--- config.mk ---
export PLATFORM = sky130hd
export DESIGN_NAME = matrix_mac_sequencer_flat
export DESIGN_NICKNAME = d
export VERILOG_FILES = /design/src/rtl/matrix_mac_sequencer_if.sv /design/src/rtl/matrix_mac_sequencer.sv /design/src/flat_wrapper.sv
export SDC_FILE = /design/constraint.sdc
export NUM_CORES = 1
export LEC_CHECK = 0
export ABC_AREA = 1
export CAP_MARGIN = 10
export CORE_AREA = 5 5 66 68
export CTS_CLUSTER_DIAMETER = 120
export DETAILED_ROUTE_END_ITERATION = 8
export DIE_AREA = 0 0 71 73
export GPL_TIMING_DRIVEN = 0
export PLACE_DENSITY = 0.77
export RECOVER_POWER = 50
export SETUP_SLACK_MARGIN = 0.5
export SYNTH_ARGS = -nofsm -noshare
export SYNTH_HDL_FRONTEND = slang
export SYNTH_SLANG_ARGS = --single-unit
--- constraint.sdc ---
create_clock -name clock -period 1.9 [get_ports clock]
set_input_delay 0.38 -clock clock [delete_from_list [all_inputs] [get_ports clock]]
set_output_delay 0.38 -clock clock [all_outputs]
set_load 0.1 [all_outputs]
--- src/rtl/matrix_mac_sequencer_if.sv ---
// Result stream of the matrix MAC sequencer: one C element per valid/ready
// handshake, in row-major order, tagged with its row/column index.
//   master: res_valid, res_data, res_row, res_col out; res_ready in
//   slave : the mirror image, used by the result sink
interface matrix_mac_sequencer_if #(
  parameter int unsigned ACC_WIDTH = 18,
  parameter int unsigned IDX_WIDTH = 2
) ();
  logic                 res_valid;
  logic                 res_ready;
  logic [ACC_WIDTH-1:0] res_data;
  logic [IDX_WIDTH-1:0] res_row;
  logic [IDX_WIDTH-1:0] res_col;

  modport master (
    output res_valid, res_data, res_row, res_col,
    input  res_ready
  );

  modport slave (
    input  res_valid, res_data, res_row, res_col,
    output res_ready
  );
endinterface

--- src/rtl/matrix_mac_sequencer.sv ---
// Sequencer for C = A x B on DIMxDIM matrices using a shared MAC unit.
// Ports:
//   clock, reset        rising-edge clock, async active-high reset
//   start, abort        request a multiply (IDLE only) / cancel to IDLE
//   busy, done          not-IDLE flag / pulse after the last result handshake
//   rd_en, a_addr,      operand memory reads (data returned one cycle later)
//   b_addr
//   mac_enable,         MAC strobes, rd_en delayed by one cycle;
//   mac_clear           clear marks the k=0 product of each element
//   mac_result          MAC accumulator, captured after the drain window
//   res                 result stream (valid/ready, data, row, col)
module matrix_mac_sequencer #(
  parameter int unsigned DATA_WIDTH = 8,
  parameter int unsigned DIM        = 4,
  parameter int unsigned ACC_WIDTH  = 2 * DATA_WIDTH + $clog2(DIM),
  parameter int unsigned ADDR_WIDTH = $clog2(DIM * DIM)
) (
  input  logic                  clock,
  input  logic                  reset,
  input  logic                  start,
  input  logic                  abort,
  output logic                  busy,
  output logic                  done,
  output logic                  rd_en,
  output logic [ADDR_WIDTH-1:0] a_addr,
  output logic [ADDR_WIDTH-1:0] b_addr,
  output logic                  mac_enable,
  output logic                  mac_clear,
  input  logic [ACC_WIDTH-1:0]  mac_result,
  matrix_mac_sequencer_if.master res
);

  localparam int unsigned IDX_WIDTH = $clog2(DIM);
  localparam logic [IDX_WIDTH-1:0] LAST_IDX = IDX_WIDTH'(DIM - 1);

  typedef enum logic [1:0] {IDLE, ISSUE, DRAIN, OUTPUT} state_t;

  state_t                state_q, state_d;
  logic [IDX_WIDTH-1:0]  i_q, i_d, j_q, j_d, k_q, k_d;
  logic                  d_q, d_d;
  logic                  busy_q, busy_d;
  logic                  done_q, done_d;
  logic                  rd_en_q, rd_en_d;
  logic                  mac_enable_q, mac_enable_d;
  logic                  mac_clear_q, mac_clear_d;
  logic                  res_valid_q, res_valid_d;
  logic [ACC_WIDTH-1:0]  res_data_q, res_data_d;

  // State and registered outputs
  always_ff @(posedge clock or posedge reset) begin
    if (reset) begin
      state_q      <= IDLE;
      i_q          <= '0;
      j_q          <= '0;
      k_q          <= '0;
      d_q          <= 1'b0;
      busy_q       <= 1'b0;
      done_q       <= 1'b0;
      rd_en_q      <= 1'b0;
      mac_enable_q <= 1'b0;
      mac_clear_q  <= 1'b0;
      res_valid_q  <= 1'b0;
      res_data_q   <= '0;
    end else begin
      state_q      <= state_d;
      i_q          <= i_d;
      j_q          <= j_d;
      k_q          <= k_d;
      d_q          <= d_d;
      busy_q       <= busy_d;
      done_q       <= done_d;
      rd_en_q      <= rd_en_d;
      mac_enable_q <= mac_enable_d;
      mac_clear_q  <= mac_clear_d;
      res_valid_q  <= res_valid_d;
      res_data_q   <= res_data_d;
    end
  end

  // Next-state, counter and output-register logic
  always_comb begin
    state_d      = state_q;
    i_d          = i_q;
    j_d          = j_q;
    k_d          = k_q;
    d_d          = d_q;
    done_d       = 1'b0;
    res_data_d   = res_data_q;
    // MAC strobes trail the read strobe by the memory latency
    mac_enable_d = rd_en_q;
    mac_clear_d  = rd_en_q && (k_q == '0);

    unique case (state_q)
      IDLE: begin
        if (start && !abort) begin
          state_d = ISSUE;
          i_d     = '0;
          j_d     = '0;
          k_d     = '0;
        end
      end
      ISSUE: begin
        k_d = k_q + IDX_WIDTH'(1);
        if (k_q == LAST_IDX) begin
          state_d = DRAIN;
          d_d     = 1'b0;
        end
      end
      DRAIN: begin
        // Second drain cycle: last accumulate is now visible on mac_result
        d_d = 1'b1;
        if (d_q) begin
          state_d    = OUTPUT;
          res_data_d = mac_result;
        end
      end
      OUTPUT: begin
        if (res.res_ready) begin
          j_d = j_q + IDX_WIDTH'(1);
          if (j_q == LAST_IDX) begin
            i_d = i_q + IDX_WIDTH'(1);
          end
          if ((i_q == LAST_IDX) && (j_q == LAST_IDX)) begin
            state_d = IDLE;
            done_d  = 1'b1;
          end else begin
            state_d = ISSUE;
            k_d     = '0;
          end
        end
      end
      default: state_d = IDLE;
    endcase

    // Abort overrides everything and flushes the in-flight MAC strobe
    if (abort) begin
      state_d      = IDLE;
      i_d          = '0;
      j_d          = '0;
      k_d          = '0;
      d_d          = 1'b0;
      done_d       = 1'b0;
      mac_enable_d = 1'b0;
      mac_clear_d  = 1'b0;
    end

    busy_d      = (state_d != IDLE);
    rd_en_d     = (state_d == ISSUE);
    res_valid_d = (state_d == OUTPUT);
  end

  // DIM is a power of two, so i*DIM+k is a plain concatenation
  assign a_addr     = ADDR_WIDTH'({i_q, k_q});
  assign b_addr     = ADDR_WIDTH'({k_q, j_q});
  assign busy       = busy_q;
  assign done       = done_q;
  assign rd_en      = rd_en_q;
  assign mac_enable = mac_enable_q;
  assign mac_clear  = mac_clear_q;

  assign res.res_valid = res_valid_q;
  assign res.res_data  = res_data_q;
  assign res.res_row   = i_q;
  assign res.res_col   = j_q;

endmodule

--- src/flat_wrapper.sv ---
// flat-port wrapper written by rule: the top's interface ports become plain ports
module matrix_mac_sequencer_flat 
#(
  parameter int unsigned DATA_WIDTH = 8,
  parameter int unsigned DIM        = 4,
  parameter int unsigned ACC_WIDTH  = 2 * DATA_WIDTH + $clog2(DIM),
  parameter int unsigned ADDR_WIDTH = $clog2(DIM * DIM)
)
  (clock, reset, start, abort, busy, done, rd_en, a_addr, b_addr, mac_enable, mac_clear, mac_result, res_res_valid, res_res_data, res_res_row, res_res_col, res_res_ready);
  matrix_mac_sequencer_if #(.ACC_WIDTH(ACC_WIDTH)) res_i ();
  input  logic clock;
  input  logic reset;
  input  logic start;
  input  logic abort;
  output logic busy;
  output logic done;
  output logic rd_en;
  output logic [ADDR_WIDTH-1:0] a_addr;
  output logic [ADDR_WIDTH-1:0] b_addr;
  output logic mac_enable;
  output logic mac_clear;
  input  logic [ACC_WIDTH-1:0] mac_result;
  output wire logic [$bits(res_i.res_valid)-1:0] res_res_valid;
  output wire logic [$bits(res_i.res_data)-1:0] res_res_data;
  output wire logic [$bits(res_i.res_row)-1:0] res_res_row;
  output wire logic [$bits(res_i.res_col)-1:0] res_res_col;
  input wire logic [$bits(res_i.res_ready)-1:0] res_res_ready;
  assign res_res_valid = res_i.res_valid;
  assign res_res_data = res_i.res_data;
  assign res_res_row = res_i.res_row;
  assign res_res_col = res_i.res_col;
  assign res_i.res_ready = res_res_ready;
  matrix_mac_sequencer #(.DATA_WIDTH(DATA_WIDTH), .DIM(DIM), .ACC_WIDTH(ACC_WIDTH), .ADDR_WIDTH(ADDR_WIDTH)) u_core (.clock(clock), .reset(reset), .start(start), .abort(abort), .busy(busy), .done(done), .rd_en(rd_en), .a_addr(a_addr), .b_addr(b_addr), .mac_enable(mac_enable), .mac_clear(mac_clear), .mac_result(mac_result), .res(res_i));
endmodule
==> results.md, run 1 <==
* R2R Setup Slk at ~0.47 ns
* Clock share of power at between 40% and 50%
* Die height at between 70 and 80 um
* Multiplexer share of the synthesized area at 0%
* Unrepaired setup endpoints after global routing: yes
* Final WS setup at around 0.36 ns
* Rel. slew slack at between 50% and 60%
* Die area at approximately 5200 sq um
* CTS Hold Bufs at 0
* Vias in the first global route at between 1,000 and 1,500
* Switching Share at between 20% and 30%
* R2r endpoint: u_core.res.res_data[3]$_DFFE_PP0P_
* I/O pin count at 59
* Sink Count at 33
* Hpwl dp at between 2000 and 3000 um
* Simple-gate share of the synthesized area at approximately 30%
* Clock Tree Root: clkbuf_8
* Synth Area in Compound Gates at under 10%
* Worst Max-Slew Pin Slew at 0.691 ns
* Hold_ws at approximately 0.38 ns
* Area leader, netlist: dfrtp_1
* Clock skew at ~0.0096 ns
* Post-layout minimum cycle time at about 1.5 ns
* Fin cells at between 300 and 400
* Required @ worst endpoint at about 1.5 ns
* Routability congestion estimate at about 0.75
* Port Buffers at 57
* Core footprint at roughly 3800 sq um
* Critical-path top delay cell: dfrtp_4
* Clock Latency Late Sink at approximately 0.29 ns
* Vias per Instance at 4.61
* Peak supply drop at between 0.0008 and 0.0009 V
* Multi-input logic area at 569 sq um
* CTS tree: yes
* Via count at about 1,400
* Most frequent cells in the layout: 65 x nand2_1, 26 x dfrtp_1, 25 x nand3_1
* Register area share after synthesis at roughly 54%
* Highest Clock Rate at about 0.65 GHz
* Antenna Nets Post-Route at 0
* Most common cell after layout, fill and taps aside: nand2_1
* Remaining DRCs at 0
* Syn avg cell area at around 8.4 sq um
* Post-layout nets at about 280
* Worst setup endpoint: res_res_col[0]
* Switching power total at approximately 470 uW
* Worst Setup Start Kind: register
* Hold Violations, Final at 0
* Largest net degree at the start of global routing at 34
* Yosys top cell area share at between 50% and 60%
* Wire per inst at between 10 and 15 um
* Fin area at around 2400 sq um
* Max-Cap Viols at 0
* Setup CP Type: reg2out
* Ys Warns at 0
* CTS Buffer Depth at 2
* Row Count at 23
* Critical Path Fanout Max at 3
* Fin crit share at around four fifths
* Num CTS Buffers at 5
* Leakage at roughly 0.0012 uW
* Critical path capture point type: output port
* Starting Density at around two fifths
* Reg2Reg Launch Point: u_core.state_q[0]$_DFF_PP0_
* Post-DP Area at around 2200 sq um
* Area contributors post-synth: dfrtp_1 54%, nand2_1 16%, nand3_1 8.1%
* Worst r2r path cells at 5
* Drt first-iter violations at between 70 and 80
* Main combinational cell family by area after synthesis: simple AND/OR/NAND/NOR gates
* Placed insts at 290
* Die Width at just over 70 um
* Share of cells above drive strength 1 at slightly above 30%
* Critical path origin: u_core.res.res_col[0]$_DFFE_PP0P_
* Run status: completed
* Synth Area in XOR/XNOR at 0%
* Place WS at -0.140 ns
* Power Density at between 700 and 800 nW/um^2
* Post-synth cell types at 18
* Syn-to-layout area delta at 55.5%
* Comb power frac at 15.8%
* Slowest Stage Delay on Critical Path at roughly 0.48 ns
* CTS HTree Levels at 2
* GRT Residual Overflow at 0
* Initial antenna violation count at 0
* # setup viols final at 0
* Yosys reg bits at 33
* Worst hold-check path type: in2reg
* Critical path cell sequence: buf_6 -> buf_6 -> buf_12
* Area share of fa/ha/maj cells after synthesis at 3.26%
* Total power draw at around 1800 uW
* Arrival time worst endpoint at ~1.2 ns
* Slew Viols, Final at 0
* Filler cell count at between 300 and 400
* Cells after Synth at ~180
* Routed WL at between 3000 and 4000 um
* Register area at ~850 sq um
* Register share of total power at between 40% and 50%
* Overall Global Routing Usage at 15.3%
* Internal Power at ~1300 uW
* Post-Syn Area at roughly 1500 sq um
* Drt first pass iters at 5
* First-pass GRT wire length at 6120 um
* Most frequent CP cell: buf_6
* Synth Net Count at 210
* N_diodes at 0
* Clk slew on worst S/H paths at approximately 0.07 ns
-- synthesized netlist by cell type --
cell type  number
a21oi_1         2
buf_2           3
buf_4           7
buf_6           2
dfrtp_1        33
ha_1            4
inv_1          13
inv_2           2
nand2_1        65
nand2_2         4
nand3_1        25
nand4_1         1
nor2_1         10
nor2_2          2
nor3_1          2
o211ai_1        1
o21ai_0         6
or2_2           1
-- through the flow --
| step | setup TNS (ns) | util, % |
|---|---|---|
| 6_report | 0 | 62.9 |
| 5_1_grt | 0 | 62.9 |
| 4_1_cts | 0 | 61.6 |
| 3_5_place_dp | -1.75 | 57.7 |
| 3_3_place_gp | -1.56 | 57.7 |
| 2_1_floorplan | 0 | - |
-- layout make-up --
class | instances | share of cell area, %
multi-input cells | 123 | 23.8
clock buffers | 5 | 2.88
clock inverters | 3 | 2.72
flip-flops and latches | 33 | 35.6
plain buffers | 12 | 4.56
well taps | 50 | 2.62
repair buffers | 61 | 25.3
inverters | 15 | 2.51
-- what timing repair did --
| item | CTS | global route |
|---|---|---|
| resized for setup | 238 | 19 |
| endpoints found under the setup margin | 69 | 16 |
| pin swaps | 0 | 1 |
| setup buffers | 2 | 2 |
-- power groups by stage --
stage,clock [uW],combinational [uW],sequential (uW)
2_1_floorplan,0,71.1,865
3_3_place_gp,0,284,748
3_5_place_dp,0,286,748
4_1_cts,798,285,735
5_1_grt,827,302,738
6_report,779,285,735
-- logic make-up after synthesis --
family / count (synthesis)
AOI/OAI and AO/OA: 9
adders and majority gates: 4
buffers and inverters: 27
DFF: 33
and+or+nand+nor: 110
-- per-layer routing --
layer	vias up	share of wire (%)	routed length, um	global-route usage (%)
met5	-	0	0	0
met1	637	44	1610	19.3
met2	45	48	1760	23.8
met4	0	1.8	68	6.47
li1	705	-	-	-
met3	5	7.0	258	5.37
-- worst min-delay path by stage --
stage | startpoint | endpoint | cells past startpoint
global placement | u_core.res.res_data[11]$_DFFE_PP0P_ | u_core.res.res_data[11]$_DFFE_PP0P_ | 2
global route | abort | u_core.mac_enable$_DFF_PP0_ | 2
finish | abort | u_core.mac_enable$_DFF_PP0_ | 2
detailed placement | u_core.res.res_data[6]$_DFFE_PP0P_ | u_core.res.res_data[6]$_DFFE_PP0P_ | 2
floorplan | reset | u_core.busy$_DFF_PP0_ | 1
CTS | abort | u_core.mac_enable$_DFF_PP0_ | 2
-- worst max-delay path: cells and delay by family, from the launching register on --
family,cells,cell delay [ns]
buf+inv,3,0.39
flops,1,0.48
-- sequential cells by signal, indices dropped and copies added, names as in the netlist --
| signal | cells |
|---|---|
| u_core.res.res_data | 18 |
| u_core.k_q | 2 |
| u_core.res.res_col | 2 |
| u_core.res.res_row | 2 |
| u_core.state_q | 2 |
| u_core.busy | 1 |
| u_core.d_q | 1 |
| u_core.done | 1 |
| u_core.mac_clear | 1 |
| u_core.mac_enable | 1 |
| u_core.rd_en | 1 |
| u_core.res.res_valid | 1 |
(Power assumes the default switching activity.)
==> inputs of run 2 (changes only) <==
==> constraint.sdc (replaced) <==
create_clock -name clock -period 1.5 [get_ports clock]
set_input_delay 0.3 -clock clock [delete_from_list [all_inputs] [get_ports clock]]
set_output_delay 0.3 -clock clock [all_outputs]
set_load 0.1 [all_outputs]
==> run 2 against run 1 <==
  * Die area did not move
  * First-iteration DRC count rose by 69%
  * Clock skew fell by 0.0039 ns
  * Total power rose by 20%
  * Worst hold slack got worse by 0.11 ns
  * Non-clock buffer count rose by 21
  * Clock-buffer cell count rose by 2
  * Critical path type is now reg2reg
  * Largest power group is now sequential cells
  * Highest routed layer unchanged
==> results.md, run 2 (synthesized netlist as in run 1, its figures left out) <==
* Run status: completed
* Clock Tree Root: clkbuf_8
* Drt first pass iters at 4
* Worst Hold End: u_core.mac_enable$_DFF_PP0_
* Vias in the first global route at around 1,500
* Placed insts at 290
* CP bufs+invs at 0
* Arrival time worst endpoint at about 1.6 ns
* Clk slew on worst S/H paths at around 0.070 ns
* Final WS setup at 0.0265 ns
* Highest Clock Rate at 0.679 GHz
* Register share of total power at between 40% and 50%
* First-pass GRT wire length at between 6000 and 7000 um
* Syn-to-layout area delta at 104%
* Comb power frac at between 20 and 25%
* Worst hold-check path type: in2reg
* WHS Path Cells at 2
* R2r endpoint: u_core.res.res_row[0]$_DFFE_PP0P_
* Hold Violations, Final at 0
* Post-layout minimum cycle time at ~1.5 ns
* Wire per inst at roughly 19 um
* Vias per Instance at 5.27
* Setup TNS at 0 ns
* Peak supply drop at roughly 0.00067 V
* Row Count at 23
* Unrepaired setup endpoints after global routing: yes
* Max reg flops at 18
* Largest net degree at the start of global routing at 34
* Remaining DRCs at 0
* Leakage at 0.00145 uW
* Sink Count at 33
* Clock share of power at approximately 34%
* Switching Share at between 30% and 40%
* Num CTS Buffers at 5
* Via count at 1,708
* Required @ worst endpoint at roughly 1.7 ns
* Core footprint at ~3800 sq um
* Place WS at -0.458 ns
* Setup CP Type: reg2reg
* Worst Setup Start Kind: register
* Drt first-iter violations at roughly 130
* Routability congestion estimate at approximately 0.86
* Power Density at between 600 and 700 nW/um^2
* Switching power total at around 650 uW
* Routed WL at 6250 um
* Hpwl dp at around 2600 um
* Initial antenna violation count at 0
* Fin crit share at a little over nine tenths
* Max-Cap Viols at 0
* Filler cell count at about 180
* Critical path capture point type: register
* Reg2Reg Launch Point: u_core.state_q[0]$_DFF_PP0_
* Share of cells above drive strength 1 at 65.0%
* Port Buffers at 57
* Overall Global Routing Usage at 17.3%
* Post-layout nets at 300
* GRT Residual Overflow at 0
* Most common cell after layout, fill and taps aside: nand2_1
* Antenna Nets Post-Route at 0
* CTS tree: yes
* Slew Viols, Final at 0
* Clock skew at ~0.0057 ns
* Starting Density at 40.4%
* Worst Max-Slew Pin Slew at 0.765 ns
* Critical Path Fanout Max at 7
* Total power draw at approximately 2200 uW
* CTS HTree Levels at 2
* Min-delay src: abort
* R2R Setup Slk at 0.03 ns
* Critical-path top delay cell: dfrtp_1
* Rel. slew slack at about half
* Die height at roughly 73 um
* Post-Route Utilization at between 80% and 90%
* Die Width at between 70 and 80 um
* Fin cells at between 300 and 400
* # setup viols final at 0
* Clock Latency Late Sink at 0.29 ns
* Slowest Stage Delay on Critical Path at between 0.5 and 0.6 ns
* N_diodes at 0
* Most frequent cells in the layout: 39 x nand2_1, 28 x buf_12, 25 x nand2_2, 25 x dfrtp_2, 21 x buf_6
* I/O pin count at about 60
* Kind of cell adding the most delay to the critical path: simple AND/OR/NAND/NOR gates
* Most frequent CP cell: nand2_1
* Internal Power at approximately 1500 uW
* Worst r2r path cells at 7
* Critical path origin: u_core.state_q[0]$_DFF_PP0_
* CTS Hold Bufs at 0
* Die area at around 5200 sq um
* CTS Buffer Depth at 2
* Critical path cell sequence: nand2_4 -> nand2_1 -> nor2_4 -> nor2_2 -> nand2_1 -> nand2_1 -> nand2_1
run 2: worst register-to-register path, cell delays in order (launching register included):
cell	delay, ns
dfrtp_1	0.59
nand2_4	0.13
nand2_1	0.14
nor2_4	0.06
nor2_2	0.18
nand2_1	0.12
nand2_1	0.09
nand2_1	0.06
run 2: area by class of cell:
class	count	area (sq um)	area share, %
repair buffers	82	1070	34.2
plain buffers	12	118	3.76
flip-flops and latches	33	880	28.1
well taps	50	62.6	2.00
clock inverters	1	5.00	0.160
inverters	15	72.6	2.32
clock buffers	7	96.3	3.08
repair inverters	1	5.00	0.160
multi-input cells	123	820	26.2
run 2: worst max path at each step:
stage | end | cells after the start
CTS | res_res_col[0] | 2
finish | u_core.res.res_row[0]$_DFFE_PP0P_ | 7
global placement | b_addr[3] | 2
global route | u_core.res.res_row[0]$_DFFE_PP0P_ | 7
detailed placement | res_res_col[0] | 2
floorplan | u_core.k_q[1]$_DFFE_PP0P_ | 7
run 2: through the flow:
stage | instance area, sq um | hold WS, ns
2_1_floorplan | 1660 | 0.234
3_3_place_gp | 2300 | 0.459
3_5_place_dp | 2300 | 0.462
4_1_cts | 2800 | 0.247
5_1_grt | 3130 | 0.271
6_report | 3130 | 0.270
run 2: timing repair:
item	in CTS	in global routing
hold endpoints to repair	0	0
pin swaps	22	26
endpoints found under the setup margin	67	101
gates resized for setup	323	76
cloned	2	1
setup buffers	12	11
run 2: power by group through the flow:
stage / Clock (uW) / Sequential [uW] / Combinational, uW
detailed placement: 0 / 953 / 368
global placement: 0 / 953 / 366
CTS: 745 / 942 / 413
finish: 740 / 947 / 479
global route: 798 / 949 / 500
floorplan: 0 / 1100 / 93.5
run 2: routing by layer:
metal,track usage (%),share of wire (%)
met5,0,0
met4,8.77,4.9
met3,3.86,5.4
met2,30.8,54
met1,19.5,35
